**config.mk**
```make
export PLATFORM = sky130hd
export DESIGN_NAME = bus_arbiter
export DESIGN_NICKNAME = d
export VERILOG_FILES = /design/src/rtl/bus_pkg.sv /design/src/rtl/arb_id_fifo.sv /design/src/rtl/bus_arbiter.sv
export SDC_FILE = /design/constraint.sdc
export NUM_CORES = 1
export LEC_CHECK = 0
export CAP_MARGIN = 0
export CORE_AREA = 10 10 114 116
export DETAILED_ROUTE_END_ITERATION = 16
export DIE_AREA = 0 0 124 126
export PLACE_DENSITY = 0.78
export SYNTH_ARGS = -nofsm -noshare
export SYNTH_HDL_FRONTEND = slang
export SYNTH_SLANG_ARGS = --single-unit
```
**constraint.sdc**
```tcl
create_clock -name clk_i -period 2.65 [get_ports clk_i]
set_input_delay 0.265 -clock clk_i [delete_from_list [all_inputs] [get_ports clk_i]]
set_output_delay 0.265 -clock clk_i [all_outputs]
set_load 0.02 [all_outputs]
```
**src/rtl/bus_pkg.sv**
```systemverilog
// Shared bus widths and the round-robin first-one search used by bus arbiters.
package bus_pkg;

  localparam int BUS_AW  = 32;
  localparam int BUS_DW  = 32;
  localparam int BUS_BEW = 4;
  localparam int MAX_M   = 8;

  typedef struct packed {
    logic       valid;
    logic [2:0] idx;
  } rr_sel_t;

  // First set bit of elig[n-1:0] at or above ptr, wrapping back to bit 0.
  function automatic rr_sel_t rr_first(input logic [MAX_M-1:0] elig,
                                       input logic [2:0]       ptr,
                                       input int               n);
    rr_sel_t sel;
    int      j;
    sel = '0;
    for (int k = 0; k < MAX_M; k++) begin
      j = (int'(ptr) + k) % n;
      if (k < n && !sel.valid && elig[3'(j)]) begin
        sel.valid = 1'b1;
        sel.idx   = 3'(j);
      end
    end
    return sel;
  endfunction

endpackage

```
**src/rtl/arb_id_fifo.sv**
```systemverilog
// In-order FIFO of master IDs for outstanding reads; push and pop may coincide.
module arb_id_fifo #(
  parameter int DEPTH = 4,
  parameter int W     = 1
) (
  input  logic         clk_i,
  input  logic         rst_i,
  input  logic         push,
  input  logic [W-1:0] push_data,
  input  logic         pop,
  output logic [W-1:0] head,
  output logic         full,
  output logic         empty
);

  localparam int AW = $clog2(DEPTH);

  logic [AW-1:0] wr_ptr;
  logic [AW-1:0] rd_ptr;
  logic [AW:0]   count;
  logic [W-1:0]  mem [DEPTH];
  logic          do_push;
  logic          do_pop;

  assign full    = (count == (AW+1)'(DEPTH));
  assign empty   = (count == '0);
  assign do_pop  = pop && !empty;
  assign do_push = push && (!full || do_pop);
  assign head    = mem[rd_ptr];

  // NOTE: sequential state uses non-blocking assignments so every register samples pre-edge values.
  always_ff @(posedge clk_i) begin
    if (rst_i) begin
      wr_ptr <= '0;
      rd_ptr <= '0;
      count  <= '0;
    end else begin
      if (do_push) wr_ptr <= wr_ptr + 1'b1;
      if (do_pop)  rd_ptr <= rd_ptr + 1'b1;
      case ({do_push, do_pop})
        2'b10:   count <= count + 1'b1;
        2'b01:   count <= count - 1'b1;
        default: ;
      endcase
    end
  end

  // NOTE: storage is not reset; an entry is only read after it has been written.
  always_ff @(posedge clk_i) begin
    if (do_push) mem[wr_ptr] <= push_data;
  end

endmodule

```
**src/rtl/bus_arbiter.sv**
```systemverilog
// Round-robin arbiter sharing one req/ack/resp slave among NUM_M masters,
// routing in-order read responses back to their issuer via an ID FIFO.
module bus_arbiter
  import bus_pkg::*;
#(
  parameter int NUM_M  = 2,
  parameter int MAX_RD = 4
) (
  input  logic                      clk_i,
  input  logic                      rst_i,
  input  logic [NUM_M-1:0]          m_req,
  input  logic [NUM_M-1:0]          m_we,
  input  logic [NUM_M*BUS_AW-1:0]   m_addr,
  input  logic [NUM_M*BUS_BEW-1:0]  m_be,
  input  logic [NUM_M*BUS_DW-1:0]   m_wdata,
  output logic [NUM_M-1:0]          m_ack,
  output logic [NUM_M-1:0]          m_resp,
  output logic [NUM_M*BUS_DW-1:0]   m_rdata,
  output logic                      s_req,
  output logic                      s_we,
  output logic [BUS_AW-1:0]         s_addr,
  output logic [BUS_BEW-1:0]        s_be,
  output logic [BUS_DW-1:0]         s_wdata,
  input  logic                      s_ack,
  input  logic                      s_resp,
  input  logic [BUS_DW-1:0]         s_rdata,
  output logic                      err_unexp_resp
);

  localparam int ID_W = (NUM_M > 1) ? $clog2(NUM_M) : 1;

  localparam logic [0:0] ST_ARB  = 1'b0;
  localparam logic [0:0] ST_LOCK = 1'b1;

  logic [0:0]      state;
  logic [ID_W-1:0] rr_ptr;
  logic [ID_W-1:0] lock_id;
  logic [NUM_M-1:0] elig;
  rr_sel_t         sel;
  logic            gnt_valid;
  logic [ID_W-1:0] gnt_id;
  logic            fifo_full;
  logic            fifo_empty;
  logic [ID_W-1:0] fifo_head;
  logic            rd_accept;
  logic            resp_valid;

  function automatic logic [ID_W-1:0] inc_wrap(input logic [ID_W-1:0] id);
    return (id == ID_W'(NUM_M - 1)) ? '0 : id + 1'b1;
  endfunction

  // Reads are held back while the ID FIFO is full; writes never are.
  assign elig = m_req & (m_we | {NUM_M{!fifo_full}});

  always_comb begin
    sel = rr_first(8'(elig), 3'(rr_ptr), NUM_M);
    if (state == ST_LOCK) begin
      gnt_valid = m_req[lock_id];
      gnt_id    = lock_id;
    end else begin
      gnt_valid = sel.valid;
      gnt_id    = ID_W'(sel.idx);
    end
  end

  // NOTE: every output gets a default first so no path through the loop can infer a latch.
  always_comb begin
    s_req   = gnt_valid;
    s_we    = 1'b0;
    s_addr  = '0;
    s_be    = '0;
    s_wdata = '0;
    m_ack   = '0;
    for (int i = 0; i < NUM_M; i++) begin
      if (gnt_valid && gnt_id == ID_W'(i)) begin
        s_we     = m_we[i];
        s_addr   = m_addr[i*BUS_AW +: BUS_AW];
        s_be     = m_be[i*BUS_BEW +: BUS_BEW];
        s_wdata  = m_wdata[i*BUS_DW +: BUS_DW];
        m_ack[i] = s_ack;
      end
    end
  end

  assign resp_valid = s_resp && !fifo_empty;

  always_comb begin
    m_resp  = '0;
    m_rdata = '0;
    for (int i = 0; i < NUM_M; i++) begin
      if (resp_valid && fifo_head == ID_W'(i)) begin
        m_resp[i]                  = 1'b1;
        m_rdata[i*BUS_DW +: BUS_DW] = s_rdata;
      end
    end
  end

  always_ff @(posedge clk_i) begin
    if (rst_i) begin
      state   <= ST_ARB;
      rr_ptr  <= '0;
      lock_id <= '0;
    end else if (state == ST_LOCK) begin
      if (gnt_valid && s_ack) begin
        rr_ptr <= inc_wrap(lock_id);
        state  <= ST_ARB;
      end
    end else begin
      if (gnt_valid && s_ack) begin
        rr_ptr <= inc_wrap(gnt_id);
      end else if (gnt_valid) begin
        lock_id <= gnt_id;
        state   <= ST_LOCK;
      end
    end
  end

  always_ff @(posedge clk_i) begin
    if (rst_i)                     err_unexp_resp <= 1'b0;
    else if (s_resp && fifo_empty) err_unexp_resp <= 1'b1;
  end

  assign rd_accept = s_req && s_ack && !s_we;

  arb_id_fifo #(
    .DEPTH (MAX_RD),
    .W     (ID_W)
  ) u_id_fifo (
    .clk_i     (clk_i),
    .rst_i     (rst_i),
    .push      (rd_accept),
    .push_data (gnt_id),
    .pop       (s_resp),
    .head      (fifo_head),
    .full      (fifo_full),
    .empty     (fifo_empty)
  );

endmodule

```
Word-level counts from Yosys, hierarchy flattened

Memory sizes are Yosys's and may differ from the RTL's. A register that Yosys moved wholly into a read port is not among the register bits.
Index checks and enable logic that the tools add are counted.

Memories: 1
Memory bits (read-only): 0
Input bits: 176
Bits in registers: 11
Bits in latches: 0
Memory bits (writable): 4

Muxes and demuxes: 39
Reductions and logical operators: 18
Order comparisons: 3
Add/sub/neg operators: 7
Bitwise gates (word level): 7
Eq/ne operators: 3
Multiply operators: 0
Divide/modulo/power cells: 0
Shifts and indexed selects: 0

Memories:

| name          | depth | bits a word | read ports | clocked after Yosys merged registers in | wr ports | line              | source |
|---|---|---|---|---|---|---|---|
| u_id_fifo.mem | 4     | 1           | 1          | 1                                       | 1        | arb_id_fifo.sv:21 | `logic [W-1:0] mem [DEPTH];` |

Operators by type and width:

| operator                                            | number |
|---|---|
| 2-to-1 mux 32 bit                                   | 6 |
| 2-to-1 mux 1 bit                                    | 25 |
| 2-to-1 mux 4 bit                                    | 4 |
| logical AND 1 bit                                   | 10 |
| one-hot mux 3 bit (2 select lines)                  | 1 |
| < comparator 2 x 5 -> 1 bit, second input constant  | 1 |
| adder 2 x 1 -> 2 bit, second input constant         | 2 |
| zero test 1 bit                                     | 4 |
| < comparator 1 x 4 -> 1 bit, second input constant  | 1 |
| 2-to-1 mux 2 bit                                    | 2 |
| NOT 1 bit                                           | 4 |
| adder 1 bit, second input constant                  | 3 |
| adder 3 x 1 -> 3 bit, second input constant         | 1 |
| equality test 3 bit, second input constant          | 1 |
| zero test 3 bit                                     | 1 |
| AND reduction 3 bit                                 | 1 |
| subtractor 3 x 1 -> 3 bit, second input constant    | 1 |
| bitwise AND 2 bit                                   | 1 |
| binary-select mux 1 bit (select 2 bit)              | 1 |
| equality test 2 x 1 -> 1 bit, second input constant | 1 |
| equality test 2 bit, second input constant          | 1 |
| < comparator 1 x 2 -> 1 bit, second input constant  | 1 |
| OR 2 bit                                            | 1 |
| nonzero test 2 bit                                  | 1 |
| 2 further kinds                                     | 2 |

Logic depth before layout (Yosys ltp)

Word-level depth: 20
Gate-level depth with buffers: 12

By module

From an unflattened synthesis, not the netlist that was laid out.

Cell total of the unflattened synthesis: 253
Area total of the unflattened synthesis: 2115.8 um^2

Modules (own cells, without submodules):

| module      | seq. area each (um^2) | area each (um^2) | times used | cells each |
|---|---|---|---|---|
| bus_arbiter | 80.1                  | 1477.7           | 1          | 194 |
| arb_id_fifo | 300.3                 | 638.1            | 1          | 59 |

Worst setup path before layout

No wires, ideal clock.

Path kind: register -> register
Start point: register u_id_fifo.count[0]
End point: register u_id_fifo.count[2]
Cell stages (with the launch flop): 12
Path buffers: 0
Slack: -134 ps
Clock period less this slack: 2784 ps
Data arrival time: 2714 ps
Path through: dfxtp_1 or4b_4 a221oi_2 nand3b_2 a211oi_4 inv_1 ha_1 inv_1 fa_1 xor2_1 or3_1 a21oi_1

Longest elaborated chain between the ends: 20

RTL lines:

| item                                                                     | line                                 | source |
|---|---|---|
| start: declaration                                                       | arb_id_fifo.sv:20                    | `logic [AW:0] count;` |
| start signal: assignment                                                 | arb_id_fifo.sv:41                    | `2'b10: count <= count + 1'b1;` |
| start signal: assignment                                                 | arb_id_fifo.sv:42                    | `2'b01: count <= count - 1'b1;` |
| equality test 3 bit                                                      | arb_id_fifo.sv:25                    | `assign full = (count == (AW+1)'(DEPTH));` |
| zero test 1 bit                                                          | arb_id_fifo.sv:28, bus_arbiter.sv:53 |  |
| OR 2 bit                                                                 | bus_arbiter.sv:53                    | `assign elig = m_req & (m_we \| {NUM_M{!fifo_full}});` |
| bitwise AND 2 bit                                                        | bus_arbiter.sv:53                    |  |
| 2-to-1 mux 1 bit (not written as such) (2 in series)                     | bus_pkg.sv:23                        | `if (k < n && !sel.valid && elig[3'(j)]) begin` |
| 2-to-1 mux 4 bit                                                         | bus_pkg.sv:23                        |  |
| zero test 1 bit                                                          | bus_pkg.sv:23                        |  |
| logical AND 1 bit                                                        | bus_pkg.sv:23                        |  |
| [2 not listed]                                                           | -                                    |  |
| NOT 1 bit                                                                | bus_arbiter.sv:75                    | `if (gnt_valid && gnt_id == ID_W'(i)) begin` |
| logical AND 1 bit                                                        | bus_arbiter.sv:75                    |  |
| 2-to-1 mux 1 bit (2 in series)                                           | bus_arbiter.sv:75                    |  |
| zero test 1 bit                                                          | bus_arbiter.sv:123                   | `assign rd_accept = s_req && s_ack && !s_we;` |
| logical AND 1 bit                                                        | bus_arbiter.sv:123                   |  |
| logical AND 1 bit                                                        | arb_id_fifo.sv:28                    | `assign do_push = push && (!full \|\| do_pop);` |
| equality test 2 x 1 -> 1 bit or equality test 2 bit (tied branches)      | arb_id_fifo.sv:40                    | `case ({do_push, do_pop})` |
| one-hot mux 3 bit (2 select lines) or nonzero test 2 bit (tied branches) | -                                    |  |

Parallel ways exist; a longest one is shown, timed or not. The select of a mux whose other input is x is not followed.
A chain may end at the register's enable or synchronous reset.

Worst setup path in the final report

Start point: register u_id_fifo.count[1]
End point: register u_id_fifo.count[2]

The elaborated chain is that of the path after synthesis.

==> results.json <==
{
  "fill_cells": 942,
  "dieArea_um2": 15600,
  "final_core_util_pct": 55.9,
  "worstSetupStartpointType": "register",
  "setup_viol": 20,
  "ys.flop_type": "dfxtp_1",
  "syn_inst": 255,
  "worst_pin_slew_ns": 0.575,
  "rsz0062_at_grt": "yes",
  "antenna_cells": 0,
  "multi_input_area_um2": 1680,
  "final_cell_mix": "clkdlybuf4s50_1 (217), a22o_1 (64), buf_4 (50)",
  "powerDensity_nw_per_um2": 487,
  "synth_edf_count": 4,
  "first_global_vias": 3480,
  "dpl.hpwl_mm": 13.8,
  "async_reset_ff_share_pct": 0,
  "clk_latency_ns": 0.25,
  "post-place-ws_ns": -0.539,
  "critPathCaptureType": "register",
  "num_vias": 3425,
  "antenna_found_initial": 0,
  "synth.distinct_cells": 42,
  "cp.arrival_ns": 2.92,
  "overflow": 0,
  "fin_area_um2": 5980,
  "finalCritPeriodShare_pct": 104,
  "fin_crit_ns": 2.75,
  "top_level_ports": 315,
  "path_clk_slew_ns": 0.06,
  "htree_levels": 1,
  "root_buffer": "clkbuf_8",
  "fp.dieH_um": 126,
  "syn-num-nets": 437,
  "rows": 38,
  "power_leakage_nw": 2.99,
  "initial_utilization_pct": 20.3,
  "gp_congestion": 0.903,
  "max_freq_mhz": 364,
  "grt_pass1_wl_mm": 23.7,
  "hp-class": "reg -> reg",
  "drc_errors": 0,
  "skew_ns": 0.00441,
  "top_layer": "met4",
  "routed_wl_mm": 17.5,
  "nets": 774,
  "core_area_um2": 10700,
  "synth-seq-cells": 17,
  "wl_met3_mm": 1.47,
  "yosys_warnings": 0,
  "setup_tns_ns": -0.473,
  "violations": "negative setup slack",
  "drt-pass1-iter-count": 4,
  "grt_usage_pct": 19.7,
  "cts_hold_buf": 0,
  "ys_seq_area_share_pct": 17.6,
  "cts_sinks": 17,
  "status": "finished, violations left",
  "cts_buffers": 3,
  "wl_met1_mm": 6.39,
  "drtIter0Drc": 176,
  "cts_tree": "done",
  "maxSlewViolCount": 0,
  "critPathKind": "reg -> reg",
  "drive_above_1_share_pct": 25.5,
  "required_ns": 2.83,
  "cts_buffer_depth": 2,
  "worst_slack_ns": -0.0952,
  "final_common_cell": "clkdlybuf4s50_1",
  "final-hold-violation-count": 0,
  "met2_length_mm": 9.49,
  "slew_headroom_pct": 61.6,
  "port_buffers": 314,
  "ir_worst_vdd_uv": 518,
  "avgSynthCellArea_um2": 8.50,
  "crit_path_max_fanout": 4,
  "drt.antenna.violating_nets": 0,
  "total_power_mw": 2.91,
  "syn2layout_area_growth_pct": 176,
  "max_cap_viol_count": 0,
  "syn-cell-area_um2": 2170,
  "grt_max_degree": 36,
  "dpl-instance-area_um2": 5600,
  "die_w_um": 124,
  "ff_latch_area_um2": 382,
  "avgRoutedWirePerCell_um": 24.0,
  "viasPerCell": 4.69
}
where the power goes:
group / switching, mW / internal (mW) / total (mW)
logic: 1.15 / 1.22 / 2.37
clock network: 0.0816 / 0.107 / 0.188
registers: 0.0372 / 0.315 / 0.352
total: 1.27 / 1.64 / 2.91
layout make-up:
type	instances	share of cell area, %
repair buffers	358	61.2
flip-flops and latches	17	6.39
clock buffers	4	0.754
multi-input cells	203	28.2
well taps	140	2.93
inverters	9	0.565
logic make-up (layout without fill, tap and decap cells):
group / after synthesis / in the layout / synth area share [%]
adders and majority gates: 6 / 6 / 3.81
and+or+nand+nor: 104 / 104 / 29.4
muxes: 4 / 4 / 2.66
xor gates and xnor gates: 4 / 4 / 1.62
AOI/OAI and AO/OA: 85 / 85 / 35.2
DFF: 17 / 17 / 17.6
buffers and inverters: 35 / 371 / 9.70
per-layer routing:
layer  vias up  track usage, %
li1       1637               -
met1      1615            21.9
met2       159            37.7
met3        14            4.02
met4         0            2.57
met5         -               0
path summary, 6_finish.rpt:
kind                                         start                  to  slack (ns)  cells after the start
worst min-delay path                err_unexp_resp      err_unexp_resp        0.48                      2
worst min register to register      err_unexp_resp      err_unexp_resp        0.48                      2
worst max-delay path            u_id_fifo.count[1]  u_id_fifo.count[2]        -0.1                     12
worst max register to register  u_id_fifo.count[1]  u_id_fifo.count[2]        -0.1                     12
stage by stage:
step,hold slack [ns],std cells
finish,0.477,731
global route,0.553,731
CTS,0.490,730
detailed placement,0.466,708
global placement,0.455,708
floorplan,0.406,255
synth_stat cells, types with 3 or more instances:
| cell type | instances | share of area (%) |
|---|---|---|
| edfxtp_1 | 4 | 5.5 |
| and2_1 | 35 | 10 |
| inv_1 | 8 | 1.4 |
| ha_1 | 5 | 2.9 |
| xor2_1 | 3 | 1.2 |
| buf_2 | 6 | 1.4 |
| clkbuf_1 | 10 | 1.7 |
| a21oi_1 | 5 | 1.2 |
| nand2b_1 | 3 | 0.87 |
| dfxtp_1 | 13 | 12 |
| nor2_1 | 15 | 2.6 |
| and3_1 | 32 | 9.2 |
| nand2_1 | 3 | 0.52 |
| a22o_1 | 69 | 28 |
| buf_6 | 9 | 4.7 |
| and2_2 | 4 | 1.4 |
worst max-delay path: stages, from the launching register on:
cell	delay, ns
dfxtp_2	0.33
or4b_4	0.56
a31oi_4	0.23
buf_6	0.12
a22oi_2	0.08
a211oi_4	0.31
inv_2	0.07
ha_4	0.16
inv_2	0.05
fa_2	0.20
xor2_2	0.07
or3_1	0.33
a21oi_2	0.14
timing repair:
item                                    CTS  global route
setup buffers                            11             6
gates resized for setup                 282           110
pin swaps                                 5            10
endpoints found under the setup margin   73            70
gates cloned                              7             2
No activity file was read; power rests on OpenSTA's default activity.
